### src/rtl/serial_add_pkg.sv
// serial_add_pkg: shared FSM encoding and default operand width for the serial adder controller
package serial_add_pkg;

    localparam int WIDTH_DEF = 8;

    typedef enum logic [1:0] {
        ST_IDLE  = 2'd0,
        ST_SHIFT = 2'd1,
        ST_DONE  = 2'd2
    } state_e;

    localparam logic [1:0] IDLE  = ST_IDLE;
    localparam logic [1:0] SHIFT = ST_SHIFT;
    localparam logic [1:0] DONE  = ST_DONE;

endpackage

### src/rtl/serial_add_ctrl_if.sv
// serial_add_ctrl_if: operand/result handshake bundle between a producer/consumer and the controller
interface serial_add_ctrl_if
    import serial_add_pkg::*;
#(
    parameter int WIDTH = WIDTH_DEF
);
    logic             in_valid;
    logic             in_ready;
    logic [WIDTH-1:0] op_a;
    logic [WIDTH-1:0] op_b;
    logic             cin;
    logic             out_valid;
    logic             out_ready;
    logic [WIDTH-1:0] result;
    logic             cout;
    logic             busy;

    modport master (
        output in_valid, op_a, op_b, cin, out_ready,
        input  in_ready, out_valid, result, cout, busy
    );

    modport slave (
        input  in_valid, op_a, op_b, cin, out_ready,
        output in_ready, out_valid, result, cout, busy
    );

endinterface

### src/rtl/serial_fa_bit.sv
// serial_fa_bit: single full-adder stage with a registered carry for bit-serial addition
module serial_fa_bit (
    input  logic clk,
    input  logic rst_n,
    input  logic load,
    input  logic load_val,
    input  logic en,
    input  logic a,
    input  logic b,
    output logic s,
    output logic co
);
    logic carry;

    assign s  = a ^ b ^ carry;
    assign co = (a & b) | (a & carry) | (b & carry);

    // carry is seeded with the carry-in on acceptance and advances once per shifted bit
    always_ff @(posedge clk) begin
        if (!rst_n)
            carry <= 1'b0;
        else if (load)
            carry <= load_val;
        else if (en)
            carry <= co;
    end

endmodule

### src/rtl/serial_add_ctrl.sv
// serial_add_ctrl: parallel valid/ready front end sequencing an N-bit add through one serial full adder
module serial_add_ctrl
    import serial_add_pkg::*;
#(
    parameter int WIDTH = WIDTH_DEF
) (
    input  logic             clk,
    input  logic             rst_n,
    serial_add_ctrl_if.slave bus
);
    localparam int CNT_W = $clog2(WIDTH + 1);

    logic [1:0]       state;
    logic [WIDTH-1:0] sh_a;
    logic [WIDTH-1:0] sh_b;
    logic [WIDTH-1:0] sum;
    logic [WIDTH-1:0] result_q;
    logic [CNT_W-1:0] count;
    logic             cout_q;
    logic             s;
    logic             co;
    logic             accept;
    logic             shifting;
    logic             last;
    logic             release_out;
    logic [WIDTH-1:0] sum_next;

    assign accept      = (state == IDLE) && bus.in_valid;
    assign shifting    = (state == SHIFT);
    assign last        = shifting && (count == CNT_W'(WIDTH - 1));
    assign release_out = (state == DONE) && bus.out_ready;
    assign sum_next    = {s, sum[WIDTH-1:1]};

    serial_fa_bit u_fa (
        .clk      (clk),
        .rst_n    (rst_n),
        .load     (accept),
        .load_val (bus.cin),
        .en       (shifting),
        .a        (sh_a[0]),
        .b        (sh_b[0]),
        .s        (s),
        .co       (co)
    );

    // control: IDLE accepts, SHIFT runs WIDTH bit steps, DONE waits for the consumer
    always_ff @(posedge clk) begin
        if (!rst_n)
            state <= IDLE;
        else
            state <= accept      ? SHIFT :
                     last        ? DONE  :
                     release_out ? IDLE  : state;
    end

    // operand shifters, partial-sum assembly and bit counter
    always_ff @(posedge clk) begin
        if (!rst_n) begin
            sh_a  <= '0;
            sh_b  <= '0;
            sum   <= '0;
            count <= '0;
        end else if (accept) begin
            sh_a  <= bus.op_a;
            sh_b  <= bus.op_b;
            sum   <= '0;
            count <= '0;
        end else if (shifting) begin
            sh_a  <= sh_a >> 1;
            sh_b  <= sh_b >> 1;
            sum   <= sum_next;
            count <= count + 1'b1;
        end
    end

    // result capture on the final shift; held untouched until the next operation completes
    always_ff @(posedge clk) begin
        if (!rst_n) begin
            result_q <= '0;
            cout_q   <= 1'b0;
        end else if (last) begin
            result_q <= sum_next;
            cout_q   <= co;
        end
    end

    assign bus.in_ready  = (state == IDLE);
    assign bus.out_valid = (state == DONE);
    assign bus.busy      = (state != IDLE);
    assign bus.result    = result_q;
    assign bus.cout      = cout_q;

endmodule

### src/flat_wrapper.sv
// flat-port wrapper written by rule: the top's interface ports become plain ports
module serial_add_ctrl_flat import serial_add_pkg::*;
#(
    parameter int WIDTH = WIDTH_DEF
)
  (clk, rst_n, bus_in_valid, bus_op_a, bus_op_b, bus_cin, bus_out_ready, bus_in_ready, bus_out_valid, bus_result, bus_cout, bus_busy);
  serial_add_ctrl_if #(.WIDTH(WIDTH)) bus_i ();
  input  logic clk;
  input  logic rst_n;
  input wire logic [$bits(bus_i.in_valid)-1:0] bus_in_valid;
  input wire logic [$bits(bus_i.op_a)-1:0] bus_op_a;
  input wire logic [$bits(bus_i.op_b)-1:0] bus_op_b;
  input wire logic [$bits(bus_i.cin)-1:0] bus_cin;
  input wire logic [$bits(bus_i.out_ready)-1:0] bus_out_ready;
  output wire logic [$bits(bus_i.in_ready)-1:0] bus_in_ready;
  output wire logic [$bits(bus_i.out_valid)-1:0] bus_out_valid;
  output wire logic [$bits(bus_i.result)-1:0] bus_result;
  output wire logic [$bits(bus_i.cout)-1:0] bus_cout;
  output wire logic [$bits(bus_i.busy)-1:0] bus_busy;
  assign bus_i.in_valid = bus_in_valid;
  assign bus_i.op_a = bus_op_a;
  assign bus_i.op_b = bus_op_b;
  assign bus_i.cin = bus_cin;
  assign bus_i.out_ready = bus_out_ready;
  assign bus_in_ready = bus_i.in_ready;
  assign bus_out_valid = bus_i.out_valid;
  assign bus_result = bus_i.result;
  assign bus_cout = bus_i.cout;
  assign bus_busy = bus_i.busy;
  serial_add_ctrl #(.WIDTH(WIDTH)) u_core (.clk(clk), .rst_n(rst_n), .bus(bus_i));
endmodule
### config.mk
export PLATFORM = sky130hd
export DESIGN_NAME = serial_add_ctrl_flat
export DESIGN_NICKNAME = d
export VERILOG_FILES = /design/src/rtl/serial_add_pkg.sv /design/src/rtl/serial_add_ctrl_if.sv /design/src/rtl/serial_fa_bit.sv /design/src/rtl/serial_add_ctrl.sv /design/src/flat_wrapper.sv
export SDC_FILE = /design/constraint.sdc
export NUM_CORES = 1
export LEC_CHECK = 0
export CAP_MARGIN = 20
export CORE_ASPECT_RATIO = 0.5
export CORE_MARGIN = 10
export CORE_UTILIZATION = 40
export CTS_BUF_LIST = sky130_fd_sc_hd__clkbuf_16
export DETAILED_ROUTE_END_ITERATION = 8
export GPL_ROUTABILITY_DRIVEN = 1
export GPL_TIMING_DRIVEN = 0
export PLACE_DENSITY = 0.76
export SLEW_MARGIN = 5
export SYNTH_ARGS = -nofsm -noshare
export SYNTH_HDL_FRONTEND = slang
export SYNTH_SLANG_ARGS = --single-unit
### constraint.sdc
create_clock -name clk -period 1.5 [get_ports clk]
set_clock_uncertainty 0.05 [all_clocks]
set_input_delay 0.3 -clock clk [delete_from_list [all_inputs] [get_ports clk]]
set_output_delay 0.3 -clock clk [all_outputs]
set_load 0.01 [all_outputs]
# Word level (Yosys, flattened, before mapping)
# Cells that the tools add are included.
dict set report word_totals {
  wordCells 39
  register_bits 40
  out_inout_bits 12
  input_bits 21
}
dict set report classes {
  n_eq_ne 3
  bitwise_logic 8
  n_mux 9
  reduce_logical 9
  n_addsub 1
}
# op n
set ops {}
lappend ops {{$mux W8} 4}
lappend ops {{$reduce_bool A2 Y1} 3}
lappend ops {{$add A4 B1 Y4 const B} 1}
lappend ops {{$eq A4 B3 Y1 const B} 1}
lappend ops {{$mux W2} 2}
lappend ops {{$and A1 B1 Y1} 3}
lappend ops {{$logic_and A1 B1 Y1} 3}
lappend ops {{$mux W1} 3}
lappend ops {{$reduce_bool A3 Y1} 1}
lappend ops {{$eq A2 B1 Y1 const B} 1}
lappend ops {{$eq A2 B2 Y1 const B} 1}
lappend ops {{$logic_not A2 Y1} 1}
lappend ops {{$or A1 B1 Y1} 2}
lappend ops {{$reduce_or A2 Y1} 1}
lappend ops {{$xor A1 B1 Y1} 2}
lappend ops {{$not A1 Y1} 1}

# Longest topological paths before layout
dict set report depth {
  ltp_word 5
  depth_mapped 6
  ltp_nobuf 4
}

# Hierarchy
# A second synthesis with hierarchy kept.
dict set report unflattened {
  cells_unflattened 196
  hier_area_um2 1661.6
}
# module cells_per_inst area_each_um2 n_inst seq_area_each_um2
set by_module_without_submodules {}
lappend by_module_without_submodules {serial_add_ctrl 191 1594.0 1 760.7}
lappend by_module_without_submodules {serial_fa_bit 5 67.6 1 20.0}

# Least setup slack after synthesis
# OpenSTA, ideal clock, no wires.
dict set report synth_path {
  path_type {register to register}
  from {register u_core.state[0]}
  to {register u_core.sh_a[6]}
  setup_slack_ps 169
  setup_time_ps 118
  t_arrival_ps 1163
  path_buffers 3
  synth_period_minus_slack_ps 1331
  stages_incl_launch_ff 7
  required_time_ps 1332
  cell_sequence {dfxtp_1 buf_6 or3b_1 buf_2 buf_6 o21ai_1 a21oi_1}
}
dict set report synth_via {
  elab_chain_len 3
  word_cells_on_any_way 5
  cone_classes {eq/ne (1); mux (1); reduce/logical (3)}
}
# element line
set synth_rtl {}
lappend synth_rtl {{from (decl)} serial_add_ctrl.sv:13} ;# logic [1:0] state;
lappend synth_rtl {{from (signal assigned)} serial_add_ctrl.sv:51} ;# state <= accept ? SHIFT :
lappend synth_rtl {{$logic_not A2 Y1} serial_add_ctrl.sv:28} ;# assign accept = (state == IDLE) && bus.in_valid;
lappend synth_rtl {{$logic_and A1 B1 Y1} serial_add_ctrl.sv:28}
lappend synth_rtl {{$mux W8 / $reduce_bool A2 Y1 (equally long branches)} -}
lappend synth_rtl {{to (signal assigned)} serial_add_ctrl.sv:64} ;# sh_a <= bus.op_a;
lappend synth_rtl {{to (signal assigned)} serial_add_ctrl.sv:69} ;# sh_a <= sh_a >> 1;
lappend synth_rtl {{to (decl)} serial_add_ctrl.sv:14} ;# logic [WIDTH-1:0] sh_a;
# Parallel ways exist; a longest one is shown, timed or not.
# A chain may end at the register's enable or synchronous reset.

# Final worst setup path
dict set report layout_path {
  from {register u_core.state[0]}
  to {output port bus_in_ready}
}
dict set report layout_via {
  elab_chain_len 1
}
# element line
set layout_rtl {}
lappend layout_rtl {{$logic_not A2 Y1} serial_add_ctrl.sv:87} ;# assign bus.in_ready = (state == IDLE);
lappend layout_rtl {{to (decl)} flat_wrapper.sv:15} ;# output wire logic [$bits(bus_i.in_ready)-1:0] bus_in_ready;
# Every way passes these cells.

==> results.ini <==
[clocking]
clk_latency_ns=0.28
cts_tree=yes
h-tree-depth=2
clock-sinks=39
path_clk_slew_ns=0.05
cts_hold_buf=0
clockBufferDepth=2
cts_buffers=5
cts_root_buffer=clkbuf_16

[floorplanning]
die_y_um=65.9
core_um2=3980
initial_core_util_pct=42.2
dieWidth_um=112
fp-row-count=16
io-pin-count=33
die_area_um2=7360

[timing]
slew_viol_final=0
final-hold-violation-count=0
worst_slack_ns=-0.00500
setup-violations-final=1
fin_crit_sh_pct=100
rsz0062_at_grt=true
finalWorstPathRequiredPeriod_ns=1.51
worst_slew_pin_slew_ns=0.472
fmax_ghz=0.664
maxSlewHeadroom_pct=68.5

[yosys]
yosys_warnings=0
synth_area_per_cell_um2=8.28
ys_types=31
synthCells=203
ys_seq_elements=39
synth-edff-count=0
synth_top_area_cell=dfxtp_1
syn_area_um2=1680
synth_area_leaders=dfxtp_1 (46%), nand2_1 (11%), a21oi_1 (11%)
ys.flop_type=dfxtp_1
synth_top_area_share_pct=46.4
synth.net_count=226
seq_area_frac_synth_pct=46.4
async_reset_ff_share_pct=0

[cells_and_area]
n_antenna_cell=0
nNetsFinal=272
post_layout_nonfiller_instances=303
mostFrequentLayoutCells=nand2_1 (50), dfxtp_1 (37), a21oi_1 (36)
layout_commonest_cell=nand2_1
area_growth_pct=35.0
drive_gt1_share_pct=17.3

[power_and_ir_drop]
power_mw=2.49
comb_power_share_pct=15.1
p_switching_mw=0.620
p_leak_nw=0.899
intPower_mw=1.87
ir_worst_vdd_uv=428
p_seq_share_pct=45.2
p_per_area_nw_per_um2=1100
p_clk_share_pct=39.7
p_sw_share_pct=24.9

[placed_design]
globalplace.congestion=0.804
dp.cells=288
place_hpwl_um=2750
portBuffers=31

[global_route]
grt_pass1_vias=1452
grt_max_degree=12
antenna_found_initial=0
grt_pass1_wl_um=6630
grt_overflow=0
grt_use_total_pct=11.0

[drt]
viasPerCell=4.95
drc=0
first_iter_violations=94
wl_per_cell_um=13.2
first_pass_iters=4
dr_total_vias=1499
drtAntennaViolNets=0
drt-total-wl_um=4000

[setup_path]
cp-end-kind=output port
cp_data_required_time_ns=1.15
crit_fanout=7
ff2ff_setup_slack_ns=0.10
path_class=flop to output port
start_kind=flop
arrival_ns=1.16

[run_status]
violations=negative setup slack
outcome=finished with violations

[min_path]
hold_class=primary input to flop

[run]
maxCapViolCount=0

==> final timing paths <==
| kind | endpoint | depth (start not counted) | from |
|---|---|---|---|
| worst min register to register | u_core.bus.result[1] | 2 | u_core.bus.result[1] |
| worst max register to register | u_core.bus.result[4] | 5 | u_core.state[1] |
| worst min-delay path | u_core.sum[1] | 3 | rst_n |
| worst max-delay path | bus_in_ready | 4 | u_core.state[0] |
==> per-layer routing <==
metal / global-route usage (%) / share of wire [%]
met5: 0 / 0
met2: 17.8 / 46
met3: 3.08 / 6.0
met4: 6.69 / 1.8
met1: 12.8 / 46
==> critical path, cell delays in order, from the launching register on <==
cell and delay (ns):
dfxtp_4 0.36, buf_6 0.12, or2_4 0.25, inv_2 0.05, buf_6 0.09
==> final cells by class <==
| class | instances | area, um^2 |
|---|---|---|
| multi-input cells | 143 | 797 |
| fillers | 356 | 1710 |
| clock buffers | 5 | 125 |
| clock inverters | 2 | 8.76 |
| plain buffers | 16 | 104 |
| flip-flops and latches | 39 | 788 |
| well taps | 54 | 67.6 |
| repair buffers | 40 | 364 |
| inverters | 4 | 15.0 |
==> power groups by stage <==
| stage | registers [mW] | clock network [mW] | logic, mW |
|---|---|---|---|
| floorplan | 1.14 | 0 | 0.230 |
| global placement | 1.14 | 0 | 0.346 |
| detailed placement | 1.15 | 0 | 0.351 |
| CTS | 1.13 | 1.01 | 0.353 |
| global route | 1.13 | 1.05 | 0.415 |
| finish | 1.13 | 0.991 | 0.375 |
==> registers in the layout (all words and copies together), names as in the netlist <==
register and count:
u_core.bus.result 8, u_core.sh_a 8, u_core.sh_b 8, u_core.sum 7, u_core.count 4, u_core.state 2
u_core.bus.cout 1, u_core.u_fa.carry 1
==> kinds of logic (layout without fill, tap and decap cells) <==
family	Yosys count	after routing	synth area share [%]
adder cells (fa/ha/maj)	2	2	1.93
AND/OR/NAND/NOR	75	75	19.8
AO/OA/AOI/OAI	55	55	18.8
multiplexers	9	9	5.36
XOR/XNOR	2	2	1.04
flip-flops	39	39	46.4
buffers and inverters	21	67	6.62
==> metrics by stage <==
stage / area, um^2 / hold slack, ns / setup TNS [ns] / setup slack, ns / utilization, %
3_5_place_dp: 2060 / 0.397 / -10.48 / -0.419 / 51.7
6_report: 2270 / 0.305 / -0.00500 / -0.00500 / 57.0
5_1_grt: 2270 / 0.329 / -0.0460 / -0.0344 / 57.0
4_1_cts: 2200 / 0.299 / -0.0299 / -0.0299 / 55.2
2_1_floorplan: 1680 / 0.379 / 0 / 0.169 / -
3_3_place_gp: 2060 / 0.389 / -10.09 / -0.412 / 51.7
==> cells in the mapped netlist (all sizes together), types with 2 or more instances <==
master	n
inv	4
dfxtp	39
nand2	51
nor3b	2
nor2b	5
nor2	7
o221a	4
or3	2
a21oi	36
clkbuf	5
o21ai	13
buf	12
mux2i	9
nand3	3
==> what timing repair did <==
action	CTS	global route
pin swaps	0	1
cloned	0	1
hold endpoints to repair	0	0
resized for setup	28	13
setup endpoints to repair	35	13
buffers inserted	2	6
(Power assumes the default switching activity.)
